==> src/rtl/demux_one_cross_four_tdm_pkg.sv <==
// Shared constants and encodings for the 1-to-4 TDM demultiplexer.
// Channel index encoding matches the manual select {s0,s1}.
package demux_one_cross_four_tdm_pkg;

  localparam int NUM_CHAN = 4;
  localparam int CHAN_W   = 2;

  typedef enum logic {
    ST_IDLE = 1'b0,
    ST_RUN  = 1'b1
  } state_e;

  typedef enum logic [CHAN_W-1:0] {
    CH_A = 2'd0,
    CH_B = 2'd1,
    CH_C = 2'd2,
    CH_D = 2'd3
  } chan_e;

endpackage

==> src/rtl/demux_one_cross_four_tdm_chan_counter.sv <==
// TDM channel counter: load-to-1 on a sync sample, clear on mode change,
// and a modulo-NUM_CHAN increment on each data sample.
module tdm_chan_counter
  import demux_one_cross_four_tdm_pkg::*;
(
  input  logic              clk,
  input  logic              rst,
  input  logic              i_load_one,
  input  logic              i_clear,
  input  logic              i_inc,
  output logic [CHAN_W-1:0] o_chan
);

  logic [CHAN_W-1:0] r_chan;

  // A sync sample accepted in the same cycle as a mode change wins over the clear.
  always_ff @(posedge clk or posedge rst) begin
    if (rst) begin
      r_chan <= '0;
    end else if (i_load_one) begin
      // NOTE: non-blocking assignment keeps every flop sampling pre-edge values.
      r_chan <= CHAN_W'(1);
    end else if (i_clear) begin
      r_chan <= '0;
    end else if (i_inc) begin
      r_chan <= (r_chan == CHAN_W'(NUM_CHAN - 1)) ? '0 : r_chan + 1'b1;
    end
  end

  assign o_chan = r_chan;

endmodule

==> src/rtl/demux_one_cross_four_tdm.sv <==
// 1-to-4 demultiplexer: TDM frame mode with staged, atomic output update,
// or manual mode with direct {s0,s1} addressing.
module demux_one_cross_four_tdm
  import demux_one_cross_four_tdm_pkg::*;
#(
  parameter int WIDTH = 1
) (
  input  logic             clk,
  input  logic             rst,
  input  logic [WIDTH-1:0] din,
  input  logic             din_valid,
  input  logic             frame_sync,
  input  logic             manual,
  input  logic             s0,
  input  logic             s1,
  output logic [WIDTH-1:0] A,
  output logic [WIDTH-1:0] B,
  output logic [WIDTH-1:0] C,
  output logic [WIDTH-1:0] D,
  output logic [1:0]       chan,
  output logic             frame_done,
  output logic             sync_err
);

  state_e            r_state;
  state_e            w_state_eff;
  state_e            w_state_next;
  logic              r_manual_q;
  logic              w_mode_chg;
  logic [CHAN_W-1:0] w_chan;
  logic [WIDTH-1:0]  r_stage [NUM_CHAN-1];
  logic [WIDTH-1:0]  r_a, r_b, r_c, r_d;
  logic              r_frame_done;
  logic              r_sync_err;

  logic w_sync_accept;
  logic w_data_accept;
  logic w_resync;
  logic w_frame_complete;
  logic w_manual_wr;

  // A mode flip behaves as if the FSM were already back in IDLE this cycle.
  assign w_mode_chg  = manual ^ r_manual_q;
  assign w_state_eff = w_mode_chg ? ST_IDLE : r_state;

  always_ff @(posedge clk or posedge rst) begin
    if (rst) begin
      r_state    <= ST_IDLE;
      r_manual_q <= 1'b0;
    end else begin
      r_state    <= w_state_next;
      r_manual_q <= manual;
    end
  end

  always_comb begin
    w_state_next = w_state_eff;
    if (w_sync_accept) w_state_next = ST_RUN;
  end

  always_comb begin
    // NOTE: defaults first so no path leaves a signal unassigned (no latches).
    w_sync_accept    = 1'b0;
    w_data_accept    = 1'b0;
    w_resync         = 1'b0;
    w_frame_complete = 1'b0;
    w_manual_wr      = 1'b0;
    if (manual) begin
      w_manual_wr = din_valid;
    end else if (din_valid) begin
      case (w_state_eff)
        ST_IDLE: w_sync_accept = frame_sync;
        ST_RUN: begin
          if (frame_sync) begin
            w_sync_accept = 1'b1;
            w_resync      = (w_chan != CH_A);
          end else begin
            w_data_accept    = 1'b1;
            w_frame_complete = (w_chan == CH_D);
          end
        end
        default: ;
      endcase
    end
  end

  tdm_chan_counter u_chan_counter (
    .clk        (clk),
    .rst        (rst),
    .i_load_one (w_sync_accept),
    .i_clear    (w_mode_chg),
    .i_inc      (w_data_accept),
    .o_chan     (w_chan)
  );

  // Slot 3 is never staged: it goes straight to D with the rest of the frame.
  always_ff @(posedge clk or posedge rst) begin
    if (rst) begin
      // NOTE: staging is a handful of flops, so it is reset like any other state.
      for (int i = 0; i < NUM_CHAN - 1; i++) r_stage[i] <= '0;
    end else begin
      if (w_mode_chg || w_resync) begin
        for (int i = 0; i < NUM_CHAN - 1; i++) r_stage[i] <= '0;
      end
      if (w_sync_accept) begin
        r_stage[0] <= din;
      end else if (w_data_accept) begin
        for (int i = 0; i < NUM_CHAN - 1; i++) begin
          if (w_chan == CHAN_W'(i)) r_stage[i] <= din;
        end
      end
    end
  end

  always_ff @(posedge clk or posedge rst) begin
    if (rst) begin
      r_a          <= '0;
      r_b          <= '0;
      r_c          <= '0;
      r_d          <= '0;
      r_frame_done <= 1'b0;
      r_sync_err   <= 1'b0;
    end else begin
      r_frame_done <= w_frame_complete;
      r_sync_err   <= w_resync;
      if (w_frame_complete) begin
        r_a <= r_stage[0];
        r_b <= r_stage[1];
        r_c <= r_stage[2];
        r_d <= din;
      end else if (w_manual_wr) begin
        case ({s0, s1})
          CH_A:    r_a <= din;
          CH_B:    r_b <= din;
          CH_C:    r_c <= din;
          default: r_d <= din;
        endcase
      end
    end
  end

  assign A          = r_a;
  assign B          = r_b;
  assign C          = r_c;
  assign D          = r_d;
  assign chan       = w_chan;
  assign frame_done = r_frame_done;
  assign sync_err   = r_sync_err;

endmodule

==> config.mk <==
export PLATFORM = sky130hd
export DESIGN_NAME = demux_one_cross_four_tdm
export DESIGN_NICKNAME = d
export VERILOG_FILES = /design/src/rtl/demux_one_cross_four_tdm_pkg.sv /design/src/rtl/demux_one_cross_four_tdm_chan_counter.sv /design/src/rtl/demux_one_cross_four_tdm.sv
export SDC_FILE = /design/constraint.sdc
export NUM_CORES = 1
export LEC_CHECK = 0
export CELL_PAD_IN_SITES_DETAIL_PLACEMENT = 1
export CELL_PAD_IN_SITES_GLOBAL_PLACEMENT = 1
export CORE_UTILIZATION = 41
export DETAILED_ROUTE_END_ITERATION = 16
export PLACE_DENSITY_LB_ADDON = 0.1
export SLEW_MARGIN = 10
export SYNTH_ARGS = -nofsm -noshare
export SYNTH_HDL_FRONTEND = slang
export SYNTH_SLANG_ARGS = --single-unit
==> constraint.sdc <==
create_clock -name clk -period 3.9 [get_ports clk]
set_input_delay 0.78 -clock clk [delete_from_list [all_inputs] [get_ports clk]]
set_output_delay 0.78 -clock clk [all_outputs]
set_load 0.01 [all_outputs]
# After elaboration in Yosys (flattened, before gate mapping)

Index checks and enable logic that the tools add are counted.

Input bits: 8
Register bits after elaboration: 13
Output and inout bits: 8
Word-level logic and storage cells: 77

Add/sub/neg operators: 1
Reductions and logical operators: 14
Muxes and demuxes: 42
Equal/unequal tests: 6
Bitwise logic cells: 2

Operator list:

| kind                  | number |
|---|---|
| $mux W1               | 34 |
| $mux W2               | 5 |
| $reduce_bool A2 Y1    | 5 |
| $reduce_and A2 Y1     | 4 |
| $eq A2 B2 Y1 const B  | 3 |
| $mux W3               | 2 |
| $eq A2 B1 Y1 const B  | 2 |
| $logic_not A2 Y1      | 2 |
| $reduce_bool A3 Y1    | 1 |
| $reduce_or A3 Y1      | 1 |
| $add A2 B1 Y2 const B | 1 |
| $ne A2 B1 Y1 const B  | 1 |
| $pmux W1 S2           | 1 |
| $logic_or A1 B1 Y1    | 1 |
| $not A1 Y1            | 1 |
| $xor A1 B1 Y1         | 1 |

# Depth between registers and ports, before layout

Depth after elaboration: 10
Mapped depth: 5
Depth with buffers taken out: 5

# Hierarchy

From an unflattened synthesis, not the netlist that was laid out.

Cell total of the unflattened synthesis: 57
Area total of the unflattened synthesis: 693.2 µm²

Modules (own cells, without submodules):

| module                   | instances | cells an instance | sequential area each (µm²) | area each (µm²) |
|---|---|---|---|---|
| demux_one_cross_four_tdm | 1         | 48                | 275.3                      | 589.3 |
| tdm_chan_counter         | 1         | 9                 | 50.0                       | 103.8 |

# Least setup slack after synthesis

Ideal clock, no wire load.

Path kind: input port to flip-flop
Start point: input din_valid
End point: register r_d (netlist: D)
Path buffers: 2
Path slack: 2056 ps
Cell stages on the path: 5
Data required time: 3772 ps
Setup time: 128 ps
Data arrival time: 1716 ps
Cell sequence: buf_4 > and4bb_1 > buf_6 > a31oi_4 > mux2_1

Word-level cells in the longest chain between the ends: 4
Elaborated cells between the ends (all ways): 7
Those cells by class: eq/ne: 1; mux: 4; reduce/logical: 2

Ends and longest elaborated chain:

| element                                                      | RTL line                        | source |
|---|---|---|
| start, declared                                              | demux_one_cross_four_tdm.sv:11  | `input logic din_valid,` |
| $mux W1                                                      | demux_one_cross_four_tdm.sv:70  | `end else if (din_valid) begin` |
| $mux W1                                                      | demux_one_cross_four_tdm.sv:68  | `if (manual) begin` |
| $ne A2 B1 Y1 (no line) or $reduce_bool A2 Y1 (tied branches) | -                               |  |
| $reduce_and A2 Y1 (no line)                                  | -                               |  |
| end signal, assigned                                         | demux_one_cross_four_tdm.sv:130 | `r_d <= din;` |
| end signal, assigned                                         | demux_one_cross_four_tdm.sv:136 | `default: r_d <= din;` |
| end, declared                                                | demux_one_cross_four_tdm.sv:32  | `logic [WIDTH-1:0] r_a, r_b, r_c, r_d;` |

Parallel ways exist; a longest one is shown, timed or not.
A chain may end at the register's enable or synchronous reset.

# Worst setup path in the final report

Start point: input manual
End point: register r_d (netlist: D)

Word-level cells in the longest chain between the ends: 7
Elaborated cells between the ends (all ways): 10
Those cells by class: eq/ne: 1; mux: 6; bitwise: 1; reduce/logical: 2

Ends and longest elaborated chain:

| element                                                      | RTL line                       | source |
|---|---|---|
| start, declared                                              | demux_one_cross_four_tdm.sv:13 | `input logic manual,` |
| $xor A1 B1 Y1                                                | demux_one_cross_four_tdm.sv:43 | `assign w_mode_chg = manual ^ r_manual_q;` |
| $mux W1                                                      | demux_one_cross_four_tdm.sv:44 | `assign w_state_eff = w_mode_chg ? ST_IDLE : r_state;` |
| $mux W1                                                      | demux_one_cross_four_tdm.sv:71 | `case (w_state_eff)` |
| $mux W1                                                      | demux_one_cross_four_tdm.sv:70 |  |
| $mux W1                                                      | demux_one_cross_four_tdm.sv:68 |  |
| $ne A2 B1 Y1 (no line) or $reduce_bool A2 Y1 (tied branches) | -                              |  |
| $reduce_and A2 Y1 (no line)                                  | -                              |  |

Parallel ways exist; a longest one is shown, timed or not.

==> impl_results.md <==
- Vias in the first global route: 599
- DRC Markers: 0
- First element of the critical path: manual
- Routability-driven placement congestion ratio: approximately 0.79
- Cell-by-cell listing of the critical path: clkdlybuf4s50_1, and4bb_1, a31oi_4, mux2_1
- Arrival time reported for the critical path endpoint: around 2.4 ns
- Quantity of gates resized following cts: 0
- Total I/O pin count: 16
- Power per cell area: around 330 nW/µm²
- Switching portion of total power: 0.276
- Psw: 0.0000874 W
- Cts hold-fix bufs: 0
- Average footprint of a synthesized cell: 11.3 µm²
- Internal power: 0.000229 W
- Number of instances on the worst hold path: 1
- Row count: 15
- Input/output buffers: 15
- Clock transition time at the flip-flop clock pins of the worst setup and hold paths: 0.08 ns
- Initial detailed-routing violation count: 5
- Sequential area share after synthesis: 0.410
- Cell Area, Synth: 793 µm²
- Height of the die: roughly 46 µm
- Relative contribution of the clock network to total power: 0.266
- Area fraction of the dominant cell type after synthesis: 0.410
- Number of warning messages in the yosys log: 0
- Minimum period implied by the final worst setup slack: 2.26 ns
- Kind of launch point of the worst setup path: input pin
- Result of the run: completed
- Clk sink count: 13
- Seq. cell area: 325 µm²
- Total grt overflow: 0
- Per-cell routed wire length: 14.5 µm
- Number of antenna violations at the first check in global routing: 0
- Layout area overhead: 22.4%
- Max Transition Viols Final: 0
- Aggregate global-route resource usage: 0.179
- Share of the clock period used by the worst path after layout: 0.579
- Wire length of the first global-routing pass: 2.59 mm
- Classification of the worst setup path: input pin to flop
- Proportion of power drawn by combinational gates: 0.239
- Vias/cell: 5.40
- Post-CTS setup-driven buffer insertion count: 0
- Post-synth net total: 82
- Worst Hold Launch: D
- Sequential share of power: 0.495
- Synth top area cells: dfrtp_1 (41%), ha_1 (6.3%), mux2i_1 (5.0%), inv_1 (3.8%), mux2_4 (3.8%)
- Die Span X: 46.0 µm
- Count of state elements after synthesis: 13
- Ratio of cells with drive above 1 in the final layout: 0.116
- Detail Route Antenna Nets: 0
- Total via count after detailed routing: 599
- Setup total negative slack: 0 ns
- Leading cell types in the layout, fill and taps excluded: clkdlybuf4s50_1 (15), dfrtp_1 (13), inv_1 (8)
- Path depth of the worst reg2reg path: 3
- Post-detail-place hpwl: 1.27 mm
- Hold violation count in the final report: 0
- H-Tree Depth: 1
- Critical path peak fanout: 12
- Worst path max stage delay: 0.59 ns
- Transition time at the pin with the least slew margin: 0.495 ns
- Combined area of the multi-input logic cells: 408 µm²
- Post-route core utilization: 0.550
- Final routed wirelength across all metal layers: roughly 1.6 mm
- Fmax: 443 MHz
- Relative slew slack: 0.670
- Iteration count of the initial detailed-routing pass: 2
- Largest net degree at the start of global routing: 14
- Clock buffer depth: 2
- Crit path max-delay cell type: and4bb_1
- CTS tree: done
- Worst-Skew Late Latency: 0.27 ns
- Count of max-cap constraint violations: 0
- TritonCTS buffer count: 3
- Mapped Cells: 70
- Starting utilization of the core area: 0.450
- Fillcell total: 211
- Core outline area: ~1800 µm²
- Clock root buffer: clkbuf_4
- Setup repair after global routing missed its margin: false
- Full die area: ~2100 µm²
- Net count of the finished layout: 99
- Most common cell after layout, fill and taps aside: clkdlybuf4s50_1
- Worst r2r src: r_state
- Largest voltage drop on the vdd net: 0.185 mV
- Leakage power: between 0.4 and 0.5 nW
- Cell accounting for the most synthesized area: dfrtp_1
- Required @ worst endpoint: 4.06 ns
- Skew final: ~0.0048 ns
- Critical path capture point type: flop
- Setup violators final: 0
- Class of the worst hold path: flop to flop
- Distinct cell type count of the synthesized netlist: 31
- Antenna Cells: 0
power groups by stage:
stage                     Clock [W]  Combinational (W)  Sequential, W
after global routing      0.0000922          0.0000817       0.000159
after CTS                 0.0000864          0.0000767       0.000157
final                     0.0000840          0.0000758       0.000157
after global placement            0          0.0000743       0.000159
after floorplan                   0          0.0000345       0.000163
after detailed placement          0          0.0000762       0.000159
routing by layer:
| metal | routed length [µm] | vias to the layer above | GRT usage |
|---|---|---|---|
| met3 | 51 | 2 | 0.0357 |
| met2 | 803 | 12 | 0.321 |
| met4 | 10 | 0 | 0.0706 |
| met5 | 0 | - | 0 |
| met1 | 741 | 294 | 0.204 |
| li1 | - | 291 | - |
sequential cells by signal, indices dropped and copies added, names as in the netlist:
| register | count |
|---|---|
| A | 1 |
| B | 1 |
| C | 1 |
| D | 1 |
| frame_done | 1 |
| r_manual_q | 1 |
| r_stage | 3 |
| r_state | 1 |
| sync_err | 1 |
| u_chan_counter.o_chan | 2 |
worst max-delay path: cells and delay by family:
kind	cells	cell delay (ns)
buffers and inverters	1	0.58
multiplexers	1	0.32
AND/OR/NAND/NOR	1	0.59
AO/OA/AOI/OAI	1	0.13
metrics by stage:
stage / hold WS [ns] / worst slack, ns / power, W / std cells / cell area [µm²]
finish: 0.511 / 1.64 / 0.000316 / 111 / 971
global route: 0.548 / 1.55 / 0.000333 / 111 / 971
CTS: 0.516 / 1.65 / 0.000320 / 111 / 971
detailed placement: 0.498 / 1.37 / 0.000236 / 107 / 945
global placement: 0.477 / 1.39 / 0.000233 / 107 / 945
floorplan: 0.482 / 2.06 / 0.000197 / 70 / 793
synthesized netlist by cell type:
| cell | number |
|---|---|
| dfrtp_1 | 13 |
| inv_1 | 8 |
| ha_1 | 4 |
| mux2i_1 | 4 |
| nand2_1 | 4 |
| nand4b_1 | 3 |
| o311ai_0 | 3 |
| a31o_2 | 2 |
| and4bb_1 | 2 |
| buf_6 | 2 |
| mux2_4 | 2 |
| nand2b_1 | 2 |
| nand4_1 | 2 |
| o21ai_1 | 2 |
| a21boi_0 | 1 |
| a21oi_1 | 1 |
| a31oi_4 | 1 |
| and2_1 | 1 |
| and4_1 | 1 |
| and4bb_2 | 1 |
| buf_4 | 1 |
| mux2_1 | 1 |
| nand3_1 | 1 |
| nand3_4 | 1 |
| nand3b_1 | 1 |
| nor2_1 | 1 |
| nor2b_1 | 1 |
| nor3_1 | 1 |
| o2111ai_1 | 1 |
| o31ai_1 | 1 |
| xnor2_1 | 1 |
cells by family after synthesis:
logic type / count (synthesis) / synth area share
flops: 13 / 0.410
simple gates: 22 / 0.207
mux: 7 / 0.103
compound gates: 12 / 0.131
xor+xnor: 1 / 0.0110
fa+ha+maj: 4 / 0.0631
buf+inv: 11 / 0.0757
path summary, 6_finish.rpt:
| path | endpoint | slack, ns |
|---|---|---|
| min in group asynchronous | r_manual_q | 0.82 |
| setup reg to reg | D | 2.44 |
| hold / removal | D | 0.51 |
| setup / recovery | D | 1.64 |
| hold reg to reg | D | 0.51 |
| max in group asynchronous | r_stage[0] | 2.74 |
area by class of cell:
type,count,area share
tap,25,0.0322
clock buffer,4,0.0271
timing repair buffer,15,0.155
multi-input combinational,46,0.420
sequential,13,0.335
inverter,8,0.0309
Power figures use the tool's default switching activity.
